File: src/rtl/riscv_bus_pkg.sv
// Shared types for the unified bus arbiter: FSM states, requester ids and the
// fixed word access format used by instruction fetches.
package riscv_bus_pkg;

    typedef enum logic [1:0] {
        IDLE   = 2'd0,
        BUSY_I = 2'd1,
        BUSY_D = 2'd2
    } bus_state_e;

    typedef enum logic {
        REQ_I = 1'b0,
        REQ_D = 1'b1
    } req_id_e;

    localparam logic [2:0] FORMAT_WORD = 3'b010;

endpackage

File: src/rtl/bus_timeout_counter.sv
// Counts BUSY cycles without an acknowledge and flags when the transaction
// has waited TIMEOUT_CYCLES cycles; the count is held at zero outside BUSY.
module bus_timeout_counter #(
    parameter int TIMEOUT_CYCLES = 15
) (
    input  logic clock,
    input  logic reset,
    input  logic busy_i,
    input  logic ack_i,
    output logic timeout_o
);

    localparam logic [7:0] LIMIT = 8'(TIMEOUT_CYCLES);

    logic [7:0] count_q;
    logic [7:0] count_d;

    assign timeout_o = busy_i && (count_q == LIMIT);

    always_comb begin
        count_d = count_q;
        if (!busy_i) begin
            count_d = '0;
        end else if (!ack_i && !timeout_o) begin
            count_d = count_q + 8'd1;
        end
    end

    always_ff @(posedge clock or negedge reset) begin
        if (!reset) begin
            count_q <= '0;
        end else begin
            count_q <= count_d;
        end
    end

endmodule

File: src/rtl/unified_bus_arbiter.sv
// Shares one memory port between instruction fetch and data access, with a timeout abort.
// Define ROUND_ROBIN_EN to alternate simultaneous requests; otherwise data beats fetch.
module unified_bus_arbiter
    import riscv_bus_pkg::*;
#(
    parameter int TIMEOUT_CYCLES = 15
) (
    input  logic        clock,
    input  logic        reset,
    input  logic        i_req,
    input  logic [31:0] i_addr,
    output logic        i_gnt,
    output logic        i_rvalid,
    output logic [31:0] i_rdata,
    input  logic        d_req,
    input  logic        d_we,
    input  logic [2:0]  d_format,
    input  logic [31:0] d_addr,
    input  logic [31:0] d_wdata,
    output logic        d_gnt,
    output logic        d_rvalid,
    output logic [31:0] d_rdata,
    output logic        err,
    output logic        m_req,
    output logic        m_we,
    output logic [2:0]  m_format,
    output logic [31:0] m_addr,
    output logic [31:0] m_wdata,
    input  logic        m_ack,
    input  logic [31:0] m_rdata
);

    bus_state_e  state_q, state_d;
    logic        busy, timeout, done;
    logic        i_rvalid_q, d_rvalid_q, err_q;
    logic [31:0] i_rdata_q, d_rdata_q;
    logic        m_we_q;
    logic [2:0]  m_format_q;
    logic [31:0] m_addr_q, m_wdata_q;

`ifdef ROUND_ROBIN_EN
    req_id_e last_q;
`endif

    assign busy = (state_q != IDLE);
    assign done = busy && (m_ack || timeout);

    bus_timeout_counter #(
        .TIMEOUT_CYCLES(TIMEOUT_CYCLES)
    ) u_timeout (
        .clock    (clock),
        .reset    (reset),
        .busy_i   (busy),
        .ack_i    (m_ack),
        .timeout_o(timeout)
    );

    // Grants are only offered in IDLE, so at most one transaction is ever in flight.
    always_comb begin
        state_d = state_q;
        i_gnt   = 1'b0;
        d_gnt   = 1'b0;
        case (state_q)
            IDLE: begin
`ifdef ROUND_ROBIN_EN
                if (d_req && i_req) begin
                    d_gnt = (last_q == REQ_I);
                    i_gnt = (last_q == REQ_D);
                end else begin
                    d_gnt = d_req;
                    i_gnt = i_req;
                end
`else
                d_gnt = d_req;
                i_gnt = i_req && !d_req;
`endif
                if (d_gnt) begin
                    state_d = BUSY_D;
                end else if (i_gnt) begin
                    state_d = BUSY_I;
                end
            end
            BUSY_I, BUSY_D: begin
                if (done) begin
                    state_d = IDLE;
                end
            end
            default: state_d = IDLE;
        endcase
    end

    assign m_req    = busy;
    assign m_we     = m_we_q;
    assign m_format = m_format_q;
    assign m_addr   = m_addr_q;
    assign m_wdata  = m_wdata_q;
    assign i_rvalid = i_rvalid_q;
    assign d_rvalid = d_rvalid_q;
    assign i_rdata  = i_rdata_q;
    assign d_rdata  = d_rdata_q;
    assign err      = err_q;

    // An abort returns zero data; an ack arriving with the timeout still counts as success.
    always_ff @(posedge clock or negedge reset) begin
        if (!reset) begin
            state_q    <= IDLE;
            i_rvalid_q <= 1'b0;
            d_rvalid_q <= 1'b0;
            err_q      <= 1'b0;
            i_rdata_q  <= '0;
            d_rdata_q  <= '0;
            m_we_q     <= 1'b0;
            m_format_q <= '0;
            m_addr_q   <= '0;
            m_wdata_q  <= '0;
        end else begin
            state_q    <= state_d;
            i_rvalid_q <= (state_q == BUSY_I) && done;
            d_rvalid_q <= (state_q == BUSY_D) && done;
            err_q      <= busy && timeout && !m_ack;
            if (d_gnt) begin
                m_we_q     <= d_we;
                m_format_q <= d_format;
                m_addr_q   <= d_addr;
                m_wdata_q  <= d_wdata;
            end else if (i_gnt) begin
                m_we_q     <= 1'b0;
                m_format_q <= FORMAT_WORD;
                m_addr_q   <= i_addr;
                m_wdata_q  <= '0;
            end
            if ((state_q == BUSY_I) && done) begin
                i_rdata_q <= m_ack ? m_rdata : '0;
            end
            if ((state_q == BUSY_D) && done) begin
                d_rdata_q <= m_ack ? m_rdata : '0;
            end
        end
    end

`ifdef ROUND_ROBIN_EN
    always_ff @(posedge clock or negedge reset) begin
        if (!reset) begin
            last_q <= REQ_I;
        end else if (d_gnt) begin
            last_q <= REQ_D;
        end else if (i_gnt) begin
            last_q <= REQ_I;
        end
    end
`endif

endmodule

File: config.mk
export PLATFORM = sky130hd
export DESIGN_NAME = unified_bus_arbiter
export DESIGN_NICKNAME = d
export VERILOG_FILES = /design/src/rtl/riscv_bus_pkg.sv /design/src/rtl/bus_timeout_counter.sv /design/src/rtl/unified_bus_arbiter.sv
export SDC_FILE = /design/constraint.sdc
export NUM_CORES = 1
export LEC_CHECK = 0
export ABC_AREA = 0
export ABC_CLOCK_PERIOD_IN_PS = 1700
export CAP_MARGIN = 20
export CELL_PAD_IN_SITES_DETAIL_PLACEMENT = 0
export CELL_PAD_IN_SITES_GLOBAL_PLACEMENT = 1
export CORE_MARGIN = 3
export CORE_UTILIZATION = 28
export DETAILED_ROUTE_END_ITERATION = 8
export GPL_TIMING_DRIVEN = 0
export PLACE_DENSITY_LB_ADDON = 0.1
export SYNTH_ARGS = -nofsm -noshare
export SYNTH_HDL_FRONTEND = slang
export SYNTH_SLANG_ARGS = --single-unit
File: constraint.sdc
create_clock -name clock -period 1.7 [get_ports clock]
set_input_delay 0.34 -clock clock [delete_from_list [all_inputs] [get_ports clock]]
set_output_delay 0.34 -clock clock [all_outputs]
set_load 0.01 [all_outputs]
==> out/metrics.cfg <==
[status]
status = finished with violations
violations = setup timing

[worst_setup_path]
startpoint_type = flop
r2r_slack_ps = -170
worst-setup-path-type = reg -> reg
critical_path.endpoint_type = flop
worstPathArrival_ps = 2160
timing.rr.start = state_q[0]
crit_fanout = 10
r2r_cells = 8
timing.rr.end = i_rdata[18]
required_ps = 1990

[power_and_ir_drop]
leakage_nw = 5.43
power_density_nw_per_um2 = 1610
peakVddDrop_v = 0.000647

[sta]
slew_headroom = 0.588
setup_violations = 62
fmax_ghz = 0.535
hold_viol = 0
final.period_utilization = 1.10
setup_ws_ps = -170
tns_ps = -8090
slew_violations = 0
post-route-min-period_ps = 1870
rsz0062_at_grt = yes
clock_skew_ps = 10.3
tightest_slew_ps = 619

[clock_network]
clk_latency_ps = 420
htree_levels = 4
cts_buffers = 17
cts_buffer_depth = 2
clock-root-buffer = clkbuf_16
cts_tree = done
cts.reportedPaths.clkPinSlew_ps = 60
clock-sinks = 145

[min_path]
hold_path.class = in -> reg
min_from = d_wdata[30]
min_path_cells = 3
holdPathEnd = m_wdata[30]

[grt]
grt_max_degree = 74
grt_pass1_wl_um = 34400
grt_overflow = 0
grt_usage = 0.176
antenna_found_initial = 0
grt_pass1_vias = 6150

[detailed_routing]
dr.pass1.iters = 5
via_count = 6050
antenna_left = 0
wl_per_cell_um = 17.4
routed_wl_um = 22600
vias_per_cell = 4.64
drc_errors = 0
drt_iter0_markers = 319

[synthesis]
synth_edf_count = 0
synth_area_per_cell_sq_um = 9.50
syn-cell-area_sq_um = 6500
synthCells = 685
synthArstFlopShare = 1.00
ys_types = 38
synth_nets = 826
yosys_warnings = 0
yosys_register_bits = 145
yosysSeqAreaShare = 0.558
ys.flop_type = dfrtp_1

[placed_design]
gp_congestion = 0.755
portBuffers = 274
placed_area_sq_um = 9640
dp_cells = 1245
dpl_worst_slack_ps = -1080
dp_hpwl_um = 15900

[floorplanning]
num_rows = 55
dieArea_sq_um = 25100
pin_count = 275
coreArea_sq_um = 22700
start_util = 0.286
floorplan.die.width_um = 158
die_h_um = 158

[layout]
final_nets = 1146
fin_area_sq_um = 10900
drive_gt1_frac = 0.160
final_cell_mix = clkdlybuf4s50_1 (159), dfrtp_1 (145), nand2_1 (142), inv_1 (67), dlymetal6s2s_1 (64)
final_common_cell = clkdlybuf4s50_1
syn2layout_area_growth_pct = 67.4
stdcell_count = 1304

[job]
cap_violations = 0

worst max-delay path by stage:
stage / from / end / slack (ps)
final: state_q[0] / i_rdata[18] / -170
after global routing: state_q[0] / i_rdata[18] / -250
after CTS: state_q[0] / m_req / -200
after detailed placement: d_req / i_gnt / -1080
after global placement: reset / m_wdata[15] / -6380
after floorplan: state_q[0] / u_timeout.count_q[0] / -140
kinds of logic (layout without fill, tap and decap cells):
kind of cell    count (synthesis)  after routing  synth area share
simple gates                  234            234             0.153
other cells                     0              1                 0
compound gates                179            179             0.196
mux                             2              2           0.00385
flops                         145            145             0.558
buf+inv                       121            454            0.0825
fa+ha+maj                       4              4           0.00769
flip-flops by register name, indices dropped and copies added, names as in the netlist:
register           flops
u_timeout.count_q      8
i_rvalid               1
m_wdata               32
d_rvalid               1
m_we                   1
m_format               3
i_rdata               32
m_addr                32
d_rdata               32
state_q                2
err                    1
per-stage QoR:
| stage | total power [mW] | util | hold WS [ps] |
|---|---|---|---|
| after floorplan | 9.27 | - | 44.4 |
| after global placement | 13.5 | 0.423 | 480 |
| after detailed placement | 13.5 | 0.425 | 366 |
| after CTS | 17.7 | 0.466 | 427 |
| after global routing | 18.7 | 0.479 | 437 |
| final | 17.5 | 0.480 | 446 |
cell type report:
type	count	area (sq um)
Tap cell	285	357
Multi-Input combinational cell	419	2400
Clock inverter	8	150
Fill cell	2144	11800
Timing Repair Buffer	306	3190
Clock buffer	24	482
Inverter	72	277
Sequential cell	145	3630
Antenna cell	1	2.50
Buffer	44	399
power breakdown:
group	switching [mW]	leakage, nW	internal [mW]	total (mW)
clock network	1.50	0.305	2.59	4.09
logic	3.72	3.53	3.98	7.69
registers	0.869	1.59	4.85	5.72
repair_timing:
action	4_1_cts	5_1_grt
cloned	2	3
pin swaps	5	3
endpoints found under the hold margin	72	0
resized for setup	143	111
hold buffers	1	0
setup endpoints to repair	188	194
setup buffers	18	11
worst max-delay path, stage by stage, from the launching register on:
cell	delay [ps]
dfrtp_1	360
inv_2	60
ha_4	180
or4b_4	500
o21ai_4	190
buf_8	140
buf_12	120
buf_12	140
o21ai_2	50
synthesized netlist by cell type, types with 3 or more instances:
library cell	n	share of area
a21oi_1	6	0.0046
nor2_1	37	0.021
o21ai_0	28	0.022
dfrtp_1	145	0.56
a31oi_1	33	0.032
nand2_1	143	0.083
nand3_1	35	0.027
or3_1	3	0.0029
inv_1	70	0.040
buf_1	7	0.0040
buf_12	4	0.012
o21ai_2	41	0.055
ha_1	4	0.0077
nor2b_1	3	0.0029
a22oi_1	64	0.074
clkbuf_1	34	0.020
metal layers:
metal | vias to the layer above | share of wire | global-route usage
li1 | 2958 | - | -
met1 | 2869 | 0.43 | 0.225
met2 | 205 | 0.46 | 0.275
met3 | 18 | 0.10 | 0.0761
met4 | 0 | 0.012 | 0.0434
met5 | - | 0 | 0
Power figures use the tool's default switching activity.
